--- config.mk ---
export PLATFORM = sky130hd
export DESIGN_NAME = ram_arbiter
export DESIGN_NICKNAME = d
export VERILOG_FILES = /design/src/rtl/ram_arbiter.sv
export SDC_FILE = /design/constraint.sdc
export NUM_CORES = 1
export LEC_CHECK = 0
export CAP_MARGIN = 5
export CORE_ASPECT_RATIO = 1.1
export CORE_UTILIZATION = 42
export CTS_CLUSTER_SIZE = 12
export DETAILED_ROUTE_END_ITERATION = 16
export PLACE_DENSITY = 0.78
export SLEW_MARGIN = 20
export SYNTH_ARGS = -nofsm -noshare
export SYNTH_HDL_FRONTEND = slang
export SYNTH_SLANG_ARGS = --single-unit
--- constraint.sdc ---
create_clock -name clk -period 4.35 [get_ports clk]
set_input_delay 0.87 -clock clk [delete_from_list [all_inputs] [get_ports clk]]
set_output_delay 0.87 -clock clk [all_outputs]
set_load 0.01 [all_outputs]
--- src/rtl/ram_arbiter.sv ---
// Two-port arbiter (instruction fetch + data memory) in front of a single-port RAM.
// Round-robin on ties; loads take ACCESS/WAIT/RESP, stores finish in ACCESS.
module ram_arbiter #(
  parameter int ADDR_W = 12,
  parameter int DATA_W = 32
) (
  input  logic              clk,
  input  logic              clr,
  input  logic              if_req,
  input  logic [ADDR_W-1:0] if_addr,
  output logic              if_gnt,
  output logic              if_rvalid,
  output logic [DATA_W-1:0] if_rdata,
  input  logic              dm_req,
  input  logic              dm_we,
  input  logic [ADDR_W-1:0] dm_addr,
  input  logic [DATA_W-1:0] dm_wdata,
  output logic              dm_gnt,
  output logic              dm_rvalid,
  output logic [DATA_W-1:0] dm_rdata,
  output logic [ADDR_W-1:0] ram_address,
  output logic [DATA_W-1:0] ram_dataIn,
  output logic              ram_sel,
  output logic              ram_ld,
  output logic              ram_str,
  output logic              ram_clr,
  input  logic [DATA_W-1:0] ram_dataOut,
  output logic              busy,
  output logic [1:0]        state_dbg
);

  // Handshake: a requester holds req (and its address/data) until it sees gnt
  // high during a clock cycle, then drops req after the edge closing that cycle.
  // Loads answer with a one-cycle rvalid two cycles after the gnt cycle.
  typedef enum logic [1:0] {IDLE, ACCESS, WAIT, RESP} state_t;

  state_t              state;
  logic                owner_dm;
  logic                last_dm;
  logic                lat_we;
  logic [ADDR_W-1:0]   lat_addr;
  logic [DATA_W-1:0]   lat_wdata;

  logic in_access;
  logic arb_now;
  logic if_elig;
  logic dm_elig;
  logic pick_dm;

  assign in_access = (state == ACCESS);
  assign arb_now   = (state == IDLE) || (state == RESP) || (in_access && lat_we);

  // The current owner still holds req during its gnt cycle, so mask it out.
  assign if_elig = if_req && !(in_access && !owner_dm);
  assign dm_elig = dm_req && !(in_access && owner_dm);
  assign pick_dm = dm_elig && (!if_elig || !last_dm);

  always_ff @(posedge clk or posedge clr) begin
    if (clr) begin
      state     <= IDLE;
      owner_dm  <= 1'b0;
      last_dm   <= 1'b1;
      lat_we    <= 1'b0;
      lat_addr  <= '0;
      lat_wdata <= '0;
      if_rdata  <= '0;
      dm_rdata  <= '0;
    end else begin
      if (arb_now) begin
        if (if_elig || dm_elig) begin
          state     <= ACCESS;
          owner_dm  <= pick_dm;
          last_dm   <= pick_dm;
          lat_addr  <= pick_dm ? dm_addr : if_addr;
          lat_we    <= pick_dm && dm_we;
          lat_wdata <= pick_dm ? dm_wdata : '0;
        end else begin
          state <= IDLE;
        end
      end else if (in_access) begin
        state <= WAIT;
      end else if (state == WAIT) begin
        state <= RESP;
        if (owner_dm) dm_rdata <= ram_dataOut;
        else          if_rdata <= ram_dataOut;
      end
    end
  end

  assign if_gnt      = in_access && !owner_dm;
  assign dm_gnt      = in_access && owner_dm;
  assign if_rvalid   = (state == RESP) && !owner_dm;
  assign dm_rvalid   = (state == RESP) && owner_dm;
  assign ram_sel     = in_access;
  assign ram_ld      = in_access && !lat_we;
  assign ram_str     = in_access && lat_we;
  assign ram_address = in_access ? lat_addr : '0;
  assign ram_dataIn  = in_access ? lat_wdata : '0;
  assign ram_clr     = clr;
  assign busy        = (state != IDLE);
  assign state_dbg   = state;

endmodule

# == After elaboration in Yosys (flattened, before gate mapping) ==
# Index checks and enable logic that the tools add are counted.
# W data, S select, Z words.
# totals
wordCells,48
register_bits,113
# classes
n_reduce_logical,26
n_eq_ne,3
bitwise_logic,3
mux,8
# ops
operator,count
$mux W32,2
$mux W12,2
$logic_and A1 B1 Y1,10
$reduce_and A4 Y1,2
$logic_not A1 Y1,6
$mux W2,3
$eq A2 B2 Y1 const B,2
$logic_or A1 B1 Y1,4
$not A1 Y1,3
$reduce_bool A3 Y1,1
$eq A2 B1 Y1 const B,1
$logic_not A2 Y1,1
$reduce_and A2 Y1,1
$reduce_bool A2 Y1,1
$mux W1,1

# == Logic depth before layout (Yosys ltp) ==
# Gate-level depths: netlist (run 1).
# logic_depth
word_depth,8
mapped_depth,8
mapped_depth_nobuf,6

# == Worst setup path before layout (run 1) ==
# OpenSTA, ideal clock, no wires.
# synth_path
path_type,register -> output
startpoint,register state[1] (netlist: state_dbg[1])
endpoint,output port ram_address[11]
arrival_time_ps,1510
stages_incl_launch_ff,6
path_slack_ps,1970
cell_sequence,dfrtp_1 -> inv_1 -> ha_1 -> clkbuf_1 -> clkbuf_1 -> and2_1
# synth_via
elab_chain_cells,2
# synth_rtl
item,line,source
from (decl),37,state_t state;
from (signal assigned),60,state <= IDLE;
from (signal assigned),71,state <= ACCESS;
from (signal assigned),78,state <= IDLE;
$eq A2 B1 Y1,50,assign in_access = (state == ACCESS);
net ram_sel,23,"output logic ram_sel,"
$mux W12,97,assign ram_address = in_access ? lat_addr : '0;
to (decl),21,"output logic [ADDR_W-1:0] ram_address,"
# The timed path passes the listed nets, and every way through them passes these cells.

# == Worst setup path after layout (run 1) ==
# layout_path
startpoint,register state[1] (netlist: state_dbg[1])
endpoint,output port dm_gnt
# layout_via
elab_chain_cells,2
# layout_rtl
item,line,source
$eq A2 B1 Y1,50,
$logic_and A1 B1 Y1,91,assign dm_gnt = in_access && owner_dm;
to (decl),18,"output logic dm_gnt,"
# Every way passes these cells.

==> results of run 1 <==
[cells by family (layout without fill, tap and decap cells)]
group / count (synthesis) / in the layout / share of synthesized area
multiplexers: 77 / 77 / 0.179
flip-flops: 113 / 113 / 0.594
AO/OA/AOI/OAI: 52 / 52 / 0.0857
buffers and inverters: 29 / 252 / 0.0429
AND/OR/NAND/NOR: 71 / 71 / 0.0852
adder cells (fa/ha/maj): 5 / 5 / 0.0131
[final cells by class]
type	count	area, sq um
Multi-Input combinational cell	205	1730
Fill cell	804	3480
Inverter	5	21.3
Timing Repair Buffer	215	2150
Sequential cell	113	2830
Clock inverter	13	114
Clock buffer	19	443
Tap cell	147	184
[layer usage]
metal | vias to the layer above | track usage | share of wire
li1 | 1627 | - | -
met5 | - | 0 | 0
met4 | 0 | 0.0995 | 0.017
met3 | 17 | 0.0594 | 0.058
met1 | 1721 | 0.259 | 0.42
met2 | 143 | 0.365 | 0.51
[registers in the layout (all words and copies together) (netlist names)]
name / count
dm_rdata: 32
if_rdata: 32
last_dm: 1
lat_addr: 12
lat_wdata: 32
lat_we: 1
owner_dm: 1
state_dbg: 2
[power groups by stage]
stage	combinational [mW]	sequential, mW	clock (mW)
5_1_grt	2.78	1.92	1.37
4_1_cts	2.60	1.85	1.31
3_5_place_dp	2.60	1.86	0
2_1_floorplan	1.30	1.95	0
6_report	2.57	1.85	1.28
3_3_place_gp	2.53	1.83	0
[cell usage after synthesis, drive strengths merged]
| master | count |
|---|---|
| mux2i | 13 |
| a21boi | 1 |
| a31oi | 1 |
| dfrtp | 112 |
| a21o | 2 |
| nand2b | 2 |
| nand2 | 15 |
| ha | 5 |
| o211ai | 1 |
| clkbuf | 5 |
| inv | 5 |
| nor2b | 3 |
| buf | 19 |
| nor2 | 3 |
| o21ai | 13 |
| and2 | 46 |
| dfstp | 1 |
| a22o | 33 |
| a211o | 1 |
| mux2 | 64 |
| nand3b | 1 |
| nand3 | 1 |
[cells in the final DEF (no fill, tap or decap), types with 2 or more instances in the layout]
| cell type | netlist | final |
|---|---|---|
| o21ai_0 | 8 | 8 |
| nand2_1 | 15 | 15 |
| a22o_1 | 33 | 33 |
| clkbuf_16 | 0 | 17 |
| nand2b_1 | 2 | 2 |
| and2_1 | 46 | 46 |
| clkdlybuf4s50_1 | 0 | 211 |
| ha_1 | 5 | 5 |
| clkinvlp_4 | 0 | 5 |
| clkinv_2 | 0 | 4 |
| nor2b_1 | 3 | 3 |
| o21ai_1 | 5 | 5 |
| clkinv_4 | 0 | 2 |
| dfrtp_1 | 112 | 112 |
| inv_1 | 5 | 4 |
| mux2_2 | 64 | 64 |
| a21o_1 | 2 | 2 |
| buf_4 | 6 | 3 |
| mux2i_1 | 13 | 13 |
| nor2_1 | 2 | 2 |
[worst min-delay path, stage by stage, from the launching register on]
cell,delay [ns]
dfrtp_1,0.33
nand2_1,0.04
o21ai_0,0.06
[worst max path at each step]
| stage | endpoint | slack (ns) | cells past startpoint |
|---|---|---|---|
| CTS | dm_gnt | 0.98 | 6 |
| detailed placement | dm_gnt | 1.42 | 6 |
| finish | dm_gnt | 1.01 | 6 |
| global placement | dm_gnt | 1.48 | 6 |
| floorplan | dm_rdata[0]$_DFFE_PP0P_ | 0.49 | 1 |
| global route | dm_gnt | 0.78 | 6 |
[through the flow]
stage | utilization | power [mW] | worst slack [ns] | instances | hold WS (ns)
3_5_place_dp | 0.632 | 4.45 | 1.42 | 685 | 0.464
5_1_grt | 0.682 | 6.06 | 0.783 | 717 | 0.509
2_1_floorplan | - | 3.24 | 0.494 | 347 | 0.442
4_1_cts | 0.682 | 5.76 | 0.984 | 717 | 0.476
3_3_place_gp | 0.632 | 4.36 | 1.48 | 685 | 0.457
6_report | 0.682 | 5.70 | 1.01 | 717 | 0.468
==> impl_metrics.toml, run 1 <==
[timing]
tightest_slew_ns = 0.995
skew_ns = 0.00399
relSlewSlack = 0.336
max_freq_mhz = 300
period_share = 0.767
post-route-min-period_ns = 3.34
slew_viol_final = 0
setup_viol = 0
final_hold_viol_count = 0
setup_tns_ns = 0
rsz0062_at_grt = "no"

[setup_path]
arrival_ns = 2.47
rrSetupSlack_ns = 1.55
cp-end-kind = "primary output"
startpoint = "state_dbg[1]$_DFFE_PP0P_"
cp_slowest_cell = "clkdlybuf4s50_1"
worstSetupPathType = "flip-flop to primary output"
worst_path_dominant_cell_family = "buffers and inverters"
crit_required_ns = 3.48
path_common_cell = "inv_1"
path_max_fanout = 40
crit_chain = "inv_1 > ha_1 > buf_4 > nand2_1 > inv_1 > clkdlybuf4s50_1"
critPathBufInv = 4
cpPeakStageDelay_ns = 0.53
r2r-start = "state_dbg[1]$_DFFE_PP0P_"
cp-start-kind = "flip-flop"
reg2reg_depth = 6
reg2reg_to = "if_rdata[27]$_DFFE_PP0P_"

[routing]
ant_nets = 0
wirelength_um = 11900
dr.pass1.iters = 6
wl_per_cell_um = 16.6
routed_via_density = 4.89
drc = 0
drt-initial-drc-count = 153
vias = 3508

[grt]
grt_usage = 0.216
grt_pass1_wl_um = 19300
antenna_found_initial = 0
grt_max_degree = 100
grt_pass1_vias = 3653
gr-total-overflow = 0

[synth]
yosysWarnings = 0
ys_ff_latch = 113
yosysSeqAreaShare = 0.594
synth_top_area_frac = 0.589
syn_nets = 445
synthCells = 347
synth_top_area_cell = "dfrtp_1"
netlist_top_cells_area = "dfrtp_1 (59%), mux2_2 (15%), a22o_1 (6.1%)"
syn_area_sq_um = 4760
syn_avg_cell_area_sq_um = 13.7
synth_cell_types = 26

[floorplanning]
start_util = 0.434
dieArea_sq_um = 11800
fp.dieH_um = 114
pin_count = 212
rows = 40
die_w_um = 104
coreArea_sq_um = 11000

[cells_and_area]
antennaDiodeCount = 0
drive_gt1_frac = 0.188
final_area_sq_um = 7480
nNetsFinal = 655
area.growth.synth_to_final_pct = 57.1

[cts]
cts.sink_count = 113
clk_path_buf_depth = 2
clock_insertion_delay_worst_skew_ns = 0.40
cts_made_buffers = 17
cts.clk_slew.worst_paths_ns = 0.05
cts_tree = "built"
cts_hold_buf = 0
post_cts.repair.setup_buffers = 0
cts_resized = 0
cts-root-buf = "clkbuf_16"
htreeDepth = 4

[power_and_ir_drop]
p_int_mw = 3.86
swShare = 0.323
p_leak_nw = 3.25
pwr-share-seq = 0.324
ir_drop_mv = 0.364
power_frac_comb = 0.451
power_density_nw_per_um2 = 762
p_sw_mw = 1.84
clkPwrFrac = 0.225

[flow_run]
maxCapViolCount = 0

[placement]
dpl.hpwl_um = 8260
placed_area_sq_um = 6920
globalplace.congestion = 0.797
portBuffers = 211

[worst_hold_path]
whs_path_depth = 2
hold_path_end = "lat_addr[4]$_DFFE_PP0P_"
holdCritStartpoint = "lat_addr[4]$_DFFE_PP0P_"
hold_path.class = "flip-flop to flip-flop"

[status]
status = "complete, no violations"
Power figures use the tool's default switching activity.
==> inputs of run 2 (changes only) <==
clock period = 3.29 ns   (was 4.35 ns; I/O delays follow)
==> impl_metrics.toml, run 2 (same netlist as run 1, synthesis figures left out) <==
[status]
status = "complete, no violations"

[cts]
cts_resized = 0
cts_tree = "built"
cts-root-buf = "clkbuf_16"
post_cts.repair.setup_buffers = 0
clock_insertion_delay_worst_skew_ns = 0.40
cts.sink_count = 113
htreeDepth = 4
clk_path_buf_depth = 2
cts_made_buffers = 17
cts_hold_buf = 0
cts.clk_slew.worst_paths_ns = 0.05

[grt]
grt_pass1_wl_um = 19000
grt_usage = 0.210
antenna_found_initial = 0
grt_max_degree = 61
grt_pass1_vias = 3699
gr-total-overflow = 0

[floorplanning]
rows = 40
coreArea_sq_um = 11000
dieArea_sq_um = 11800
pin_count = 212
start_util = 0.434
die_w_um = 104
fp.dieH_um = 114

[worst_hold_path]
whs_path_depth = 2
hold_path.class = "flip-flop to flip-flop"
hold_path_end = "lat_addr[1]$_DFFE_PP0P_"
holdCritStartpoint = "lat_addr[1]$_DFFE_PP0P_"

[cells_and_area]
final_common_cell = "clkdlybuf4s50_1"
area.growth.synth_to_final_pct = 58.4
antennaDiodeCount = 0
final_core_util = 0.688
fill_cells = 802
nNetsFinal = 658
top_regs = "dm_rdata: 32 flops, if_rdata: 32 flops, lat_wdata: 32 flops"
regArea_sq_um = 2830
multi_input_area_sq_um = 1730
final_cell_mix = "clkdlybuf4s50_1 (211), dfrtp_1 (112), mux2_2 (64)"
drive_gt1_frac = 0.187
finalNonFillerCells = 720
final_area_sq_um = 7540

[timing]
tightest_slew_ns = 0.918
final_hold_viol_count = 0
setup_tns_ns = 0
rsz0062_at_grt = "no"
relSlewSlack = 0.388
max_freq_mhz = 348
period_share = 0.874
skew_ns = 0.00509
finalWorstSetupSlack_ns = 0.414
slew_viol_final = 0
fin_hold_ws_ns = 0.471
setup_viol = 0
post-route-min-period_ns = 2.88

[setup_path]
crit_required_ns = 2.63
worstSetupPathType = "flip-flop to primary output"
cp-end-kind = "primary output"
reg2reg_depth = 6
cp-start-kind = "flip-flop"
path_max_fanout = 53
r2r-start = "state_dbg[1]$_DFFE_PP0P_"
rrSetupSlack_ns = 0.81
arrival_ns = 2.22
reg2reg_to = "lat_addr[0]$_DFFE_PP0P_"

[routing]
drt-initial-drc-count = 171
drc = 0
dr.pass1.iters = 4
wl_per_cell_um = 16.1
wirelength_um = 11600
vias = 3496
ant_nets = 0
routed_via_density = 4.86

[placement]
placed_area_sq_um = 6940
dpl.hpwl_um = 8240
place_ws_ns = 0.753
globalplace.congestion = 0.795
portBuffers = 211
place_inst = 688

[power_and_ir_drop]
power_mw = 7.64
ir_drop_mv = 0.818
power_density_nw_per_um2 = 1010
p_leak_nw = 3.29

[flow_run]
maxCapViolCount = 0
==> run 2: cell types whose count changed in the layout (fill, tap and decap cells not counted), sizes merged <==
cell      before  now
inv            6    4
clkinvlp       5    3
clkbuf        19   22
bufinv         1    3
buf            4    7
clkinv         6    5
==> run 2: metal layers <==
metal	GRT usage	share of wire	up-vias	wire length, um
met5	0	0	-	0
li1	-	-	1632	-
met3	0.0474	0.057	9	660
met2	0.373	0.52	147	5980
met4	0.0812	0.0093	0	107
met1	0.249	0.42	1708	4820
==> run 2: how the worst max path moves through the flow <==
stage                             startpoint                  endpoint  slack, ns
finish              state_dbg[1]$_DFFE_PP0P_                    dm_gnt       0.41
global route        state_dbg[1]$_DFFE_PP0P_                    dm_gnt       0.24
CTS                 state_dbg[1]$_DFFE_PP0P_                    dm_gnt       0.38
detailed placement  state_dbg[1]$_DFFE_PP0P_   lat_addr[4]$_DFFE_PP0P_       0.75
global placement    state_dbg[1]$_DFFE_PP0P_  if_rdata[14]$_DFFE_PP0P_       0.85
floorplan           state_dbg[1]$_DFFE_PP0P_           ram_address[11]       1.12
==> run 2: cell type report <==
cell class / count / area share
Tap cell: 147 / 0.0244
Timing Repair Buffer: 218 / 0.289
Multi-Input combinational cell: 205 / 0.229
Sequential cell: 113 / 0.375
Clock inverter: 10 / 0.0178
Clock buffer: 22 / 0.0616
Inverter: 5 / 0.00299
==> run 2: worst max-delay path, cell delays in order (launching register included) <==
cell	delay (ns)
dfrtp_1	0.43
inv_1	0.12
ha_1	0.15
buf_4	0.36
nand2_1	0.14
inv_1	0.08
clkdlybuf4s50_1	0.53
==> run 2: power by group <==
| group | switching [mW] | internal (mW) |
|---|---|---|
| clock network | 0.594 | 1.22 |
| logic | 1.41 | 1.97 |
| registers | 0.365 | 2.08 |
| total | 2.37 | 5.27 |
